`src/rtl/pipeline_pkg.sv`:
```
// Shared pipeline definitions: bubble encoding, fetch FSM states, response buffer depth.
package pipeline_pkg;

  localparam logic [31:0] NOP_INSTR  = 32'h0000_0013;
  localparam int unsigned FIFO_DEPTH = 2;

  typedef enum logic [1:0] {
    ST_BOOT,
    ST_RUN,
    ST_DRAIN
  } fetch_state_e;

endpackage

```
`src/rtl/fetch_fifo2.sv`:
```
// Two-entry 32-bit response buffer between the instruction memory and the IF/DEC latch.
module fetch_fifo2
  import pipeline_pkg::*;
(
  input  logic        clk,
  input  logic        rst_n,
  input  logic        clear,
  input  logic        push,
  input  logic [31:0] push_data,
  input  logic        pop,
  output logic [31:0] head,
  output logic        full,
  output logic        empty
);

  logic [31:0] mem [FIFO_DEPTH];
  logic        wr_ptr;
  logic        rd_ptr;
  logic [1:0]  count;
  logic        do_push;
  logic        do_pop;

  assign full    = (count == 2'(FIFO_DEPTH));
  assign empty   = (count == 2'd0);
  assign do_pop  = pop & ~empty;
  // A push into a full buffer is accepted only when the head leaves in the same cycle.
  assign do_push = push & (~full | do_pop);
  assign head    = mem[rd_ptr];

  always_ff @(posedge clk) begin
    if (!rst_n || clear) begin
      wr_ptr <= 1'b0;
      rd_ptr <= 1'b0;
      count  <= '0;
    end else begin
      if (do_push) wr_ptr <= ~wr_ptr;
      if (do_pop)  rd_ptr <= ~rd_ptr;
      count <= count + {1'b0, do_push} - {1'b0, do_pop};
    end
  end

  always_ff @(posedge clk) begin
    if (do_push) mem[wr_ptr] <= push_data;
  end

endmodule

```
`src/rtl/fetch_stage.sv`:
```
// Instruction fetch stage: pipelined IMEM requests, response buffering and the IF/DEC latch.
// Optional macro FETCH_MISALIGN_CHECK_EN traps misaligned redirect targets.
module fetch_stage
  import pipeline_pkg::*;
#(
  parameter logic [31:0] RESET_PC  = 32'h0000_0000,
  parameter logic [31:0] NOP_INSTR = pipeline_pkg::NOP_INSTR
) (
  input  logic        clk,
  input  logic        rst_n,
  input  logic        fetch_ena,
  input  logic        fetch_nop,
  input  logic        flush_pipeline,
  input  logic [31:0] branch_target,
  output logic        imem_req,
  output logic [31:0] imem_addr,
  input  logic        imem_ready,
  input  logic        imem_valid,
  input  logic [31:0] imem_rdata,
  output logic [31:0] instr_out,
  output logic [31:0] pc_out,
  output logic        valid_out,
  output logic        misalign_err
);

  fetch_state_e state;
  logic [31:0]  req_pc;
  logic [31:0]  dlv_pc;
  logic [31:0]  target;
  logic [31:0]  fifo_head;
  logic [1:0]   outstanding;
  logic [1:0]   discard;
  logic [1:0]   out_nxt;
  logic [1:0]   fifo_occ;
  logic         accept;
  logic         resp;
  logic         drop;
  logic         keep;
  logic         bypass;
  logic         push;
  logic         pop;
  logic         fifo_full;
  logic         fifo_empty;
  logic         target_bad;

`ifdef FETCH_MISALIGN_CHECK_EN
  assign target     = branch_target;
  assign target_bad = |branch_target[1:0];
`else
  logic unused_target_lsb;
  assign unused_target_lsb = ^branch_target[1:0];
  assign target            = {branch_target[31:2], 2'b00};
  assign target_bad        = 1'b0;
`endif

  assign accept   = imem_req & imem_ready;
  assign resp     = imem_valid & (outstanding != 2'd0);
  assign drop     = resp & (discard != 2'd0);
  assign keep     = resp & ~drop & ~flush_pipeline;
  assign bypass   = keep & fifo_empty & fetch_ena & ~fetch_nop;
  assign push     = keep & ~bypass;
  assign pop      = ~flush_pipeline & ~fetch_nop & fetch_ena & ~fifo_empty;
  assign out_nxt  = outstanding + {1'b0, accept} - {1'b0, resp};
  assign fifo_occ = {fifo_full, ~fifo_full & ~fifo_empty};

  // Request credit covers both in-flight reads and buffered words, so the buffer never overflows.
  assign imem_req  = (state == ST_RUN) &&
                     ((3'(outstanding) + 3'(fifo_occ)) < 3'(FIFO_DEPTH));
  assign imem_addr = req_pc;

  fetch_fifo2 u_fifo (
    .clk       (clk),
    .rst_n     (rst_n),
    .clear     (flush_pipeline),
    .push      (push),
    .push_data (imem_rdata),
    .pop       (pop),
    .head      (fifo_head),
    .full      (fifo_full),
    .empty     (fifo_empty)
  );

  always_ff @(posedge clk) begin
    if (!rst_n) begin
      state        <= ST_BOOT;
      req_pc       <= RESET_PC;
      dlv_pc       <= RESET_PC;
      outstanding  <= '0;
      discard      <= '0;
      instr_out    <= NOP_INSTR;
      pc_out       <= RESET_PC;
      valid_out    <= 1'b0;
      misalign_err <= 1'b0;
    end else begin
      outstanding <= out_nxt;
      if (accept) req_pc <= req_pc + 32'd4;
      if (flush_pipeline) begin
        // A request accepted in the flush cycle belongs to the old path, so it is counted as discard.
        req_pc       <= target;
        dlv_pc       <= target;
        discard      <= out_nxt;
        misalign_err <= target_bad;
        instr_out    <= NOP_INSTR;
        valid_out    <= 1'b0;
        state        <= ((out_nxt != 2'd0) || target_bad) ? ST_DRAIN : ST_RUN;
      end else begin
        if (drop) discard <= discard - 2'd1;
        case (state)
          ST_BOOT:  state <= ST_RUN;
          ST_DRAIN: if (drop && (discard == 2'd1) && !misalign_err) state <= ST_RUN;
          default:  ;
        endcase
        if (fetch_nop) begin
          instr_out <= NOP_INSTR;
          valid_out <= 1'b0;
        end else if (fetch_ena) begin
          if (pop || bypass) begin
            instr_out <= pop ? fifo_head : imem_rdata;
            valid_out <= 1'b1;
            pc_out    <= dlv_pc;
            dlv_pc    <= dlv_pc + 32'd4;
          end else begin
            instr_out <= NOP_INSTR;
            valid_out <= 1'b0;
          end
        end
      end
    end
  end

endmodule

```
`config.mk`:
```
export PLATFORM = sky130hd
export DESIGN_NAME = fetch_stage
export DESIGN_NICKNAME = d
export VERILOG_FILES = /design/src/rtl/pipeline_pkg.sv /design/src/rtl/fetch_fifo2.sv /design/src/rtl/fetch_stage.sv
export SDC_FILE = /design/constraint.sdc
export NUM_CORES = 1
export LEC_CHECK = 0
export BUFFER_PORTS_ARGS = -buffer_cell sky130_fd_sc_hd__buf_2
export CAP_MARGIN = 10
export CORE_UTILIZATION = 45
export CTS_BUF_LIST = sky130_fd_sc_hd__clkbuf_8
export DETAILED_ROUTE_END_ITERATION = 8
export GPL_ROUTABILITY_DRIVEN = 0
export PLACE_DENSITY = 0.76
export SETUP_SLACK_MARGIN = 0.2
export SYNTH_ARGS = -nofsm -noshare
export SYNTH_HDL_FRONTEND = slang
export SYNTH_SLANG_ARGS = --single-unit
```
`constraint.sdc`:
```
create_clock -name clk -period 3.5 [get_ports clk]
set_input_delay 0.525 -clock clk [delete_from_list [all_inputs] [get_ports clk]]
set_output_delay 0.525 -clock clk [all_outputs]
set_load 0.03 [all_outputs]
```
==> impl_metrics.tcl <==
set metrics [dict create \
    status "complete, but fails checks" \
    violations "design-rule violations" \
    grt_pass1_wl_um 30900 \
    worstPathMaxFanout 5 \
    async_flop_share 0 \
    clock.fmax_ghz 0.370 \
    yosys_warnings 0 \
    synth_area_um2 8460 \
    hp-start "imem_rdata[7]" \
    crit_path_end_kind "flip-flop" \
    core-area_um2 18200 \
    rsz0062_at_grt "false" \
    final_cell_mix "162 x buf_2, 133 x dfxtp_1, 126 x nand2_1" \
    utilization 0.541 \
    grt_pass1_vias 6091 \
    ys_seq_elements 198 \
    relSlewSlack 0.268 \
    period_share 0.773 \
    cp-startpoint "u_fifo.count[1]" \
    design_area_um2 9850 \
    crit_chain "nand2_1 -> fa_1 -> nand3_1 -> ha_1 -> inv_1 -> ha_1 -> xnor2_1 -> xnor2_1 -> o21ai_0 -> nand2_1 -> a21oi_1" \
    setup_tns_ps 0 \
    start_util 0.465 \
    worstPathRequired_ps 3890 \
    die_area_um2 19400 \
    r2r_cells 11 \
    cp-start-kind "flip-flop" \
    htreeDepth 4 \
    grt_overflow 0 \
    die_y_um 139 \
    synth.distinct_cells 53 \
    antenna_found_initial 0 \
    timing.final.ws_setup_ps 794 \
    cts_resized 0 \
    cts_buffer_depth 2 \
    final_common_cell "buf_2" \
    criticalPathCategory "flip-flop to flip-flop" \
    netlist_instances 869 \
    drt_first_pass_iters 9 \
    hp-class "input port to flip-flop" \
    boundaryPins 170 \
    worstPathArrival_ps 3100 \
    post_drt_wl_per_cell_um 15.4 \
    hold_viol_final 0 \
    yosys_most_used_dff "dfxtp_1" \
    crit_cells 11 \
    finClkSkew_ps 17.2 \
    finalSetupViolCount 0 \
    r2r_end "state[0]" \
    power_leakage_nw 3.46 \
    slowest_stage "fa_1" \
    ir_drop_uv 243 \
    n_antenna_cell 0 \
    grt_max_degree 87 \
    p_per_area_nw_per_um2 471 \
    cap_violations 0 \
    cts-hold-fix-buffers 0 \
    ant_nets 0 \
    vias_per_cell 5.37 \
    post-cts-setup-buffers 0 \
    io_buffers 162 \
    fin_crit_ps 2710 \
    crit_path_end "state[0]" \
    drc 13 \
    yosysSeqAreaShare 0.544 \
    path_clk_slew_ps 100 \
    hpwlAfterDp_um 13600 \
    path_delay_family "adder cells" \
    r2r_slack_ps 790 \
    vias 6719 \
    num_rows 49 \
    root_buffer "clkbuf_8" \
    drv_slew 0 \
    cts_tree "done" \
    syn_to_final_growth_pct 16.4 \
    drive_gt1_frac 0.208 \
    synth_area_per_cell_um2 9.74 \
    cts_buffers 17 \
    post-place-ws_ps 823 \
    cp_slowest_stage_delay_ps 620 \
    worstReg2RegStart "u_fifo.count[1]" \
    clock-sinks 198 \
    synth-edff-count 64 \
    die-width_um 139 \
    crit_buf_inv 1 \
    tightest_slew_ps 1100 \
    fin_nets 1090 \
    drt_iter0_drc 449 \
    wl_um 19200 \
    place_area_um2 9450 \
    grt_usage 0.201 \
    clk_latency_ps 460 \
]
[cell usage after synthesis, types with 19 or more instances]
cell	n	area [um2]
nand3_1	20	100
nand2_1	126	473
xnor2_1	45	394
edfxtp_1	64	1920
nor2_1	27	101
dfxtp_1	134	2680
a21oi_1	115	576
mux2i_1	33	330
clkbuf_1	44	165
o21ai_0	38	190
nand2b_1	32	200
inv_1	19	71.3
o211ai_1	33	248
[state kept, by name (all words and copies together), names as in the netlist, 2 cells and up, named ones only]
register / count
imem_addr: 30
dlv_pc: 30
pc_out: 30
discard: 2
instr_out: 32
u_fifo.mem: 64
outstanding: 2
u_fifo.count: 2
state: 2
[worst min-delay path by stage]
stage               slack (ps)  cells past startpoint           endpoint
floorplan                  440                      2          pc_out[8]
global placement           440                      2         pc_out[16]
detailed placement         440                      2          pc_out[6]
CTS                        220                      1   u_fifo.mem[0][7]
global route               230                      1  u_fifo.mem[0][27]
finish                     260                      1   u_fifo.mem[1][7]
[power breakdown]
group	switching, mW	internal, mW	leakage, nW
clock	0.775	0.699	0.205
sequential	0.0982	2.49	1.67
combinational	0.369	0.211	1.58
[metrics by stage]
stage               cells  power (mW)  hold WS, ps
finish               1252        4.64          260
detailed placement   1220        3.22          444
global placement     1220        3.20          440
floorplan             873        3.02          445
CTS                  1252        4.68          225
global route         1252        4.86          233
[layout make-up]
| class | instances | area (um2) |
|---|---|---|
| Inverter | 21 | 78.8 |
| Clock buffer | 17 | 234 |
| Tap cell | 229 | 287 |
| Multi-Input combinational cell | 597 | 3570 |
| Fill cell | 1596 | 8360 |
| Timing Repair Buffer | 175 | 908 |
| Clock inverter | 15 | 165 |
| Sequential cell | 198 | 4610 |
[cells by family after synthesis]
| family | synth area share |
|---|---|
| flops | 0.544 |
| buf+inv | 0.0387 |
| xor+xnor | 0.0579 |
| simple gates | 0.162 |
| compound gates | 0.142 |
| other cells | 0.000443 |
| fa+ha+maj | 0.0142 |
| mux | 0.0404 |
[layer usage]
| metal | vias up | global-route usage | wire (um) |
|---|---|---|---|
| met3 | 18 | 0.0466 | 1360 |
| met5 | - | 0 | 0 |
| met2 | 228 | 0.316 | 8720 |
| met1 | 3124 | 0.278 | 8980 |
| li1 | 3349 | - | - |
| met4 | 0 | 0.0532 | 181 |
No activity file was read; power rests on OpenSTA's default activity.
